**config.mk**
```make
export PLATFORM = sky130hd
export DESIGN_NAME = ball_seq
export DESIGN_NICKNAME = d
export VERILOG_FILES = /design/src/rtl/pong_pkg.sv /design/src/rtl/ball_seq_serve_timer.sv /design/src/rtl/ball_seq.sv
export SDC_FILE = /design/constraint.sdc
export NUM_CORES = 1
export LEC_CHECK = 0
export CORE_ASPECT_RATIO = 1.1
export CORE_MARGIN = 1
export CORE_UTILIZATION = 54
export DETAILED_ROUTE_END_ITERATION = 8
export PLACE_DENSITY = 0.84
export SLEW_MARGIN = 10
export SYNTH_ARGS = -nofsm -noshare
export SYNTH_HDL_FRONTEND = slang
export SYNTH_SLANG_ARGS = --single-unit
```
**constraint.sdc**
```tcl
create_clock -name clk -period 2 [get_ports clk]
set_clock_uncertainty 0.05 [all_clocks]
set_input_delay 0.6 -clock clk [delete_from_list [all_inputs] [get_ports clk]]
set_output_delay 0.6 -clock clk [all_outputs]
set_load 0.01 [all_outputs]
```
**src/rtl/pong_pkg.sv**
```systemverilog
// Shared playfield constants, FSM encoding and serve-direction table for the pong
// ball sequencer and its collision detector.
package pong_pkg;

  localparam int WIDTH        = 16;
  localparam int BIT_OF_WIDTH = 4;

  localparam logic [2:0] ST_IDLE  = 3'd0;
  localparam logic [2:0] ST_SERVE = 3'd1;
  localparam logic [2:0] ST_PLAY  = 3'd2;
  localparam logic [2:0] ST_WAIT  = 3'd3;
  localparam logic [2:0] ST_EVAL  = 3'd4;
  localparam logic [2:0] ST_MISS  = 3'd5;

  localparam logic [1:0] SIDE_LEFT   = 2'd0;
  localparam logic [1:0] SIDE_RIGHT  = 2'd1;
  localparam logic [1:0] SIDE_TOP    = 2'd2;
  localparam logic [1:0] SIDE_BOTTOM = 2'd3;

  localparam logic [2*BIT_OF_WIDTH-1:0] CENTRE =
    {BIT_OF_WIDTH'(WIDTH / 2), BIT_OF_WIDTH'(WIDTH / 2)};

  // Direction as sign bits: 1 means the axis steps by -1.
  typedef struct packed {
    logic dx_neg;
    logic dy_neg;
  } dir_t;

  // Serve index rotates the ball through the four diagonals.
  function automatic dir_t serve_dir(input logic [1:0] idx);
    dir_t d;
    case (idx)
      2'd0:    d = '{dx_neg: 1'b0, dy_neg: 1'b0};
      2'd1:    d = '{dx_neg: 1'b1, dy_neg: 1'b0};
      2'd2:    d = '{dx_neg: 1'b1, dy_neg: 1'b1};
      default: d = '{dx_neg: 1'b0, dy_neg: 1'b1};
    endcase
    return d;
  endfunction

endpackage

```
**src/rtl/ball_seq_serve_timer.sv**
```systemverilog
// Counts game ticks while the ball rests at centre; done fires combinationally
// on the tick that completes the serve delay and the count restarts from zero.
module serve_timer #(
  parameter int SERVE_TICKS = 8
) (
  input  logic clk,
  input  logic rst_n,
  input  logic clr,
  input  logic en,
  output logic done
);

  localparam int CW = (SERVE_TICKS > 1) ? $clog2(SERVE_TICKS) : 1;
  localparam logic [CW-1:0] LAST = CW'(SERVE_TICKS - 1);
  localparam logic [CW-1:0] ONE  = CW'(1);

  logic [CW-1:0] count_reg;

  assign done = en && (count_reg == LAST);

  always_ff @(posedge clk or negedge rst_n) begin
    if (!rst_n) begin
      count_reg <= '0;
    end else if (clr || done) begin
      count_reg <= '0;
    end else if (en) begin
      count_reg <= count_reg + ONE;
    end
  end

endmodule

```
**src/rtl/ball_seq.sv**
```systemverilog
// Pong ball sequencer: serves from centre, steps the ball on each game tick,
// bounces on paddle hits reported by the detector and flags misses at the edges.
module ball_seq
  import pong_pkg::*;
#(
  parameter int WIDTH        = pong_pkg::WIDTH,
  parameter int BIT_OF_WIDTH = pong_pkg::BIT_OF_WIDTH,
  parameter int SERVE_TICKS  = 8
) (
  input  logic                      clk,
  input  logic                      rst_n,
  input  logic                      start,
  input  logic                      stop,
  input  logic                      tick,
  input  logic [1:0]                collide,
  output logic [2*BIT_OF_WIDTH-1:0] pos,
  output logic                      in_play,
  output logic                      miss,
  output logic [1:0]                miss_side
);

  localparam int BW = BIT_OF_WIDTH;
  localparam logic [BW-1:0] MID     = BW'(WIDTH / 2);
  localparam logic [BW-1:0] EDGE_HI = BW'(WIDTH - 1);
  localparam logic [BW-1:0] ONE     = BW'(1);

  logic [2:0]    state_reg, state_next;
  logic [BW-1:0] x_reg, y_reg;
  logic          dx_neg_reg, dy_neg_reg;
  logic [1:0]    serve_idx_reg;
  logic [1:0]    miss_side_reg;

  logic          serve_done;
  logic          timer_clr;
  logic          timer_en;
  logic          edge_hit;
  logic [1:0]    side_next;
  dir_t          start_dir;
  dir_t          next_dir;

  assign timer_clr = stop || (state_reg != ST_SERVE);
  assign timer_en  = tick && !stop && (state_reg == ST_SERVE);

  serve_timer #(
    .SERVE_TICKS(SERVE_TICKS)
  ) u_serve_timer (
    .clk  (clk),
    .rst_n(rst_n),
    .clr  (timer_clr),
    .en   (timer_en),
    .done (serve_done)
  );

  assign start_dir = serve_dir(serve_idx_reg);
  assign next_dir  = serve_dir(serve_idx_reg + 2'd1);

  // Edge priority: left, right, top, bottom, so a corner reports the x side.
  always_comb begin
    edge_hit  = 1'b1;
    side_next = SIDE_LEFT;
    if (x_reg == '0) begin
      side_next = SIDE_LEFT;
    end else if (x_reg == EDGE_HI) begin
      side_next = SIDE_RIGHT;
    end else if (y_reg == '0) begin
      side_next = SIDE_TOP;
    end else if (y_reg == EDGE_HI) begin
      side_next = SIDE_BOTTOM;
    end else begin
      edge_hit = 1'b0;
    end
  end

  always_comb begin
    state_next = state_reg;
    if (stop) begin
      state_next = ST_IDLE;
    end else begin
      case (state_reg)
        ST_IDLE:  if (start) state_next = ST_SERVE;
        ST_SERVE: if (serve_done) state_next = ST_PLAY;
        ST_PLAY:  if (tick) state_next = ST_WAIT;
        ST_WAIT:  state_next = ST_EVAL;
        ST_EVAL:  state_next = edge_hit ? ST_MISS : ST_PLAY;
        ST_MISS:  state_next = ST_SERVE;
        default:  state_next = ST_IDLE;
      endcase
    end
  end

  always_ff @(posedge clk or negedge rst_n) begin
    if (!rst_n) begin
      state_reg     <= ST_IDLE;
      x_reg         <= MID;
      y_reg         <= MID;
      dx_neg_reg    <= 1'b0;
      dy_neg_reg    <= 1'b0;
      serve_idx_reg <= 2'd0;
      miss_side_reg <= SIDE_LEFT;
    end else begin
      state_reg <= state_next;
      if (stop) begin
        x_reg <= MID;
        y_reg <= MID;
      end else begin
        case (state_reg)
          ST_IDLE: begin
            x_reg <= MID;
            y_reg <= MID;
            if (start) begin
              dx_neg_reg <= start_dir.dx_neg;
              dy_neg_reg <= start_dir.dy_neg;
            end
          end
          ST_PLAY: begin
            if (tick) begin
              x_reg <= dx_neg_reg ? (x_reg - ONE) : (x_reg + ONE);
              y_reg <= dy_neg_reg ? (y_reg - ONE) : (y_reg + ONE);
            end
          end
          ST_EVAL: begin
            if (collide[1]) dy_neg_reg <= ~dy_neg_reg;
            if (collide[0]) dx_neg_reg <= ~dx_neg_reg;
            if (edge_hit) miss_side_reg <= side_next;
          end
          ST_MISS: begin
            x_reg         <= MID;
            y_reg         <= MID;
            serve_idx_reg <= serve_idx_reg + 2'd1;
            dx_neg_reg    <= next_dir.dx_neg;
            dy_neg_reg    <= next_dir.dy_neg;
          end
          default: begin
          end
        endcase
      end
    end
  end

  assign pos       = {x_reg, y_reg};
  assign in_play   = (state_reg == ST_PLAY) || (state_reg == ST_WAIT) ||
                     (state_reg == ST_EVAL);
  assign miss      = (state_reg == ST_MISS);
  assign miss_side = miss_side_reg;

endmodule

```
==> results of run 1 <==
==> area by class of cell <==
type | instances | share of cell area [%]
Multi-Input combinational cell | 106 | 44.5
Sequential cell | 20 | 28.8
Timing Repair Buffer | 45 | 20.9
Tap cell | 30 | 2.12
Clock buffer | 4 | 2.05
Inverter | 8 | 1.69
==> cell families (layout without fill, tap and decap cells) <==
kind of cell	count (synthesis)	after routing	share of synthesized area [%]
multiplexers	4	4	3.40
XOR/XNOR	5	5	3.21
AO/OA/AOI/OAI	38	38	19.5
flip-flops	20	20	36.9
AND/OR/NAND/NOR	49	49	21.6
buffers and inverters	13	57	5.14
adder cells (fa/ha/maj)	10	10	10.3
==> final timing paths <==
| path | slack (ns) | depth (start not counted) | to | from |
|---|---|---|---|---|
| worst max register to register | 0.08 | 6 | x_reg[3] | x_reg[2] |
| worst min-delay path | 0.50 | 1 | miss_side[0] | miss_side[0] |
| min in group asynchronous | 0.57 | 2 | serve_idx_reg[1] | rst_n |
| max in group asynchronous | 1.06 | 2 | x_reg[3] | rst_n |
| worst max-delay path | 0.04 | 1 | pos[6] | x_reg[2] |
| worst min register to register | 0.50 | 1 | miss_side[0] | miss_side[0] |
==> placed cells by master (no fill, tap or decap), types with 2 or more instances in the layout <==
cell type        count
buf_4               27
clkdlybuf4s50_1     14
nand2_1             12
a21oi_1             12
dfrtp_1             12
nor2_1               8
ha_1                 8
inv_1                7
o21ai_0              6
dfrtp_2              6
xnor2_1              5
o21ai_1              4
nand4_1              3
nand3_1              3
clkbuf_4             3
nor3_1               2
nor2b_1              2
a21o_1               2
nand2b_1             2
nand3b_1             2
a32o_1               2
and3_1               2
nor4_1               2
a221oi_1             2
a21boi_0             2
mux2i_1              2
fa_1                 2
dlygate4sd2_1        2
clkbuf_2             2
dfstp_2              2
==> routing by layer <==
metal / share of wire, % / vias to the layer above / GRT usage, %
met5: 0 / - / 0
met4: 1.7 / 0 / 14.3
met3: 2.4 / 7 / 3.89
met2: 54 / 28 / 50.2
met1: 42 / 588 / 28.2
li1: - / 596 / -
==> where the power goes <==
group	leakage (nW)	switching, mW	total, mW	internal, mW
Sequential	0.247	0.0304	0.456	0.425
Clock	0.0210	0.127	0.239	0.111
Combinational	0.518	0.123	0.231	0.107
==> repair_timing <==
item / CTS / global route
hold buffers: 0 / 0
resized for setup: 10 / 4
endpoints found under the hold margin: 0 / 0
pin swaps: 0 / 0
endpoints found under the setup margin: 9 / 5
buffers inserted: 3 / 7
==> metrics.md, run 1 <==
| Metric | Value |
|---|---|
| DIE HEIGHT | 54.7 um |
| RSZ-0062 raised after global routing | false |
| Leakage | between 0.7 and 0.8 nW |
| DR pass1 iterations | 4 |
| Die Wd | between 40 and 50 um |
| DRC viols | 0 |
| CP Data Arrival Time | between 1 and 1.5 ns |
| N_diodes | 0 |
| Post-placement cell area | roughly 1700 um2 |
| Initial antenna violation count | 0 |
| Total Nets Final | between 200 and 250 |
| FMAX | between 0.5 and 0.6 GHz |
| Syn nets | between 150 and 200 |
| Crit share post-route | ~98% |
| CTS HTree Levels | 1 |
| Die area | 2730 um2 |
| Number of global-route vias before repair | about 1.2k |
| Top cell type by total area after synthesis | dfrtp_1 |
| Crit path buffers/inverters | 1 |
| Mapped cell area | 1360 um2 |
| Sequential area share after synthesis | between 30% and 40% |
| Port Buf Inserts | 18 |
| Mapped Cells | between 100 and 150 |
| Run status | completed |
| Max-cap viol count | 0 |
| IO Count | 19 |
| Final Setup Violations | 0 |
| GPL Wtd Cong | about 0.83 |
| Clock Tree Buf Depth | 2 |
| GRT Util Overall | between 20% and 30% |
| Total gr overflow | 0 |
| Layout cells sized above 1 | around 30% |
| Ys async rst share | between 90% and 100% |
| Final ANT Viol Nets | 0 |
| Pre-CTS setup slack | -0.0529 ns |
| Worst setup margin | between 0.03 and 0.04 ns |
| CP Cell Sequence | clkdlybuf4s50_1 |
| Global-route wire length before repair | 5220 um |
| Sink Count | 20 |
| Post-synth top area share | between 30% and 40% |
| CP top delay family | buffers and inverters |
| Clock slew at reported path FFs | between 0.1 and 0.15 ns |
| Hold Violations, Final | 0 |
| Finished layout cell area | roughly 1800 um2 |
| Hold WS | about 0.50 ns |
| Largest net degree at the start of global routing | 21 |
| Post-synth EDFFs | 0 |
| Slew HR | between 60 and 70% |
| Synth warnings | 0 |
| Post-Layout Cell Count | ~210 |
| Area taken by multi-input logic gates | just under 800 um2 |
| Placed cells | around 200 |
| Slew @ Worst Pin | roughly 0.56 ns |
| Core Region | 2320 um2 |
| Dpl hpwl | 2400 um |
| Distinct cells, synth | just under 50 |
| CTS tree | yes |
| Maximum VDD drop | roughly 0.41 mV |
| Critical Path Sink Type | output pin |
| # rows | 18 |
| Post-Syn Area per Cell | 9.80 um2 |
| HP Class | reg2reg |
| Most frequent cell after synthesis | dfrtp_1 |
| Crit-path max FO | 6 |
| Vias | between 1k and 1.5k |
| Max-slew violations | 0 |
| #FFs+latches synth | 20 |
| PwrDens | approximately 520 nW/um2 |
| Clock root cell | clkbuf_4 |
| CP Launch Type | register |
| Fill cells | 154 |
| Routed WL | about 3200 um |
| Tmin final | around 2 ns |
| Via-per-instance ratio | 5.72 |
| WS Path Type | reg2out |
| WL/cell | 14.9 um |
| CP max stage cell | clkdlybuf4s50_1 |
| Slowest stage delay, CP | ~0.57 ns |
| Initial core utilization | around three fifths |
| DRT iter0 DRCs | 24 |
| Setup tns final | 0 ns |
| Register area | 510 um2 |
| Main area contributors after synthesis | dfrtp_1 (33%), ha_1 (7.3%), a21oi_1 (4.4%), dfstp_2 (3.9%), nand2_1 (3.3%) |
| Utilization after layout | approximately 76% |
| Synth-to-layout area growth | 30.2% |
| Total power | just over 0.9 mW |
| CTS Buf Count | 3 |
| Synth top cells by count | dfrtp_1 (18), a21oi_1 (12), nand2_1 (12) |
| Worst Path Required | ~1.4 ns |
| Clk_lat worst skew | ~0.31 ns |
| Main synth FF type | dfrtp_1 |
Power figures use the tool's default switching activity.
==> run 2: changes to the inputs <==
--- a/config.mk
+++ b/config.mk
@@ -10,7 +10,7 @@
 export CORE_UTILIZATION = 54
 export DETAILED_ROUTE_END_ITERATION = 8
 export PLACE_DENSITY = 0.84
-export SLEW_MARGIN = 10
+export SLEW_MARGIN = 25
 export SYNTH_ARGS = -nofsm -noshare
 export SYNTH_HDL_FRONTEND = slang
 export SYNTH_SLANG_ARGS = --single-unit
==> results of run 2 <==
Same layout as run 1: the final DEF is identical, and so are final timing and power.
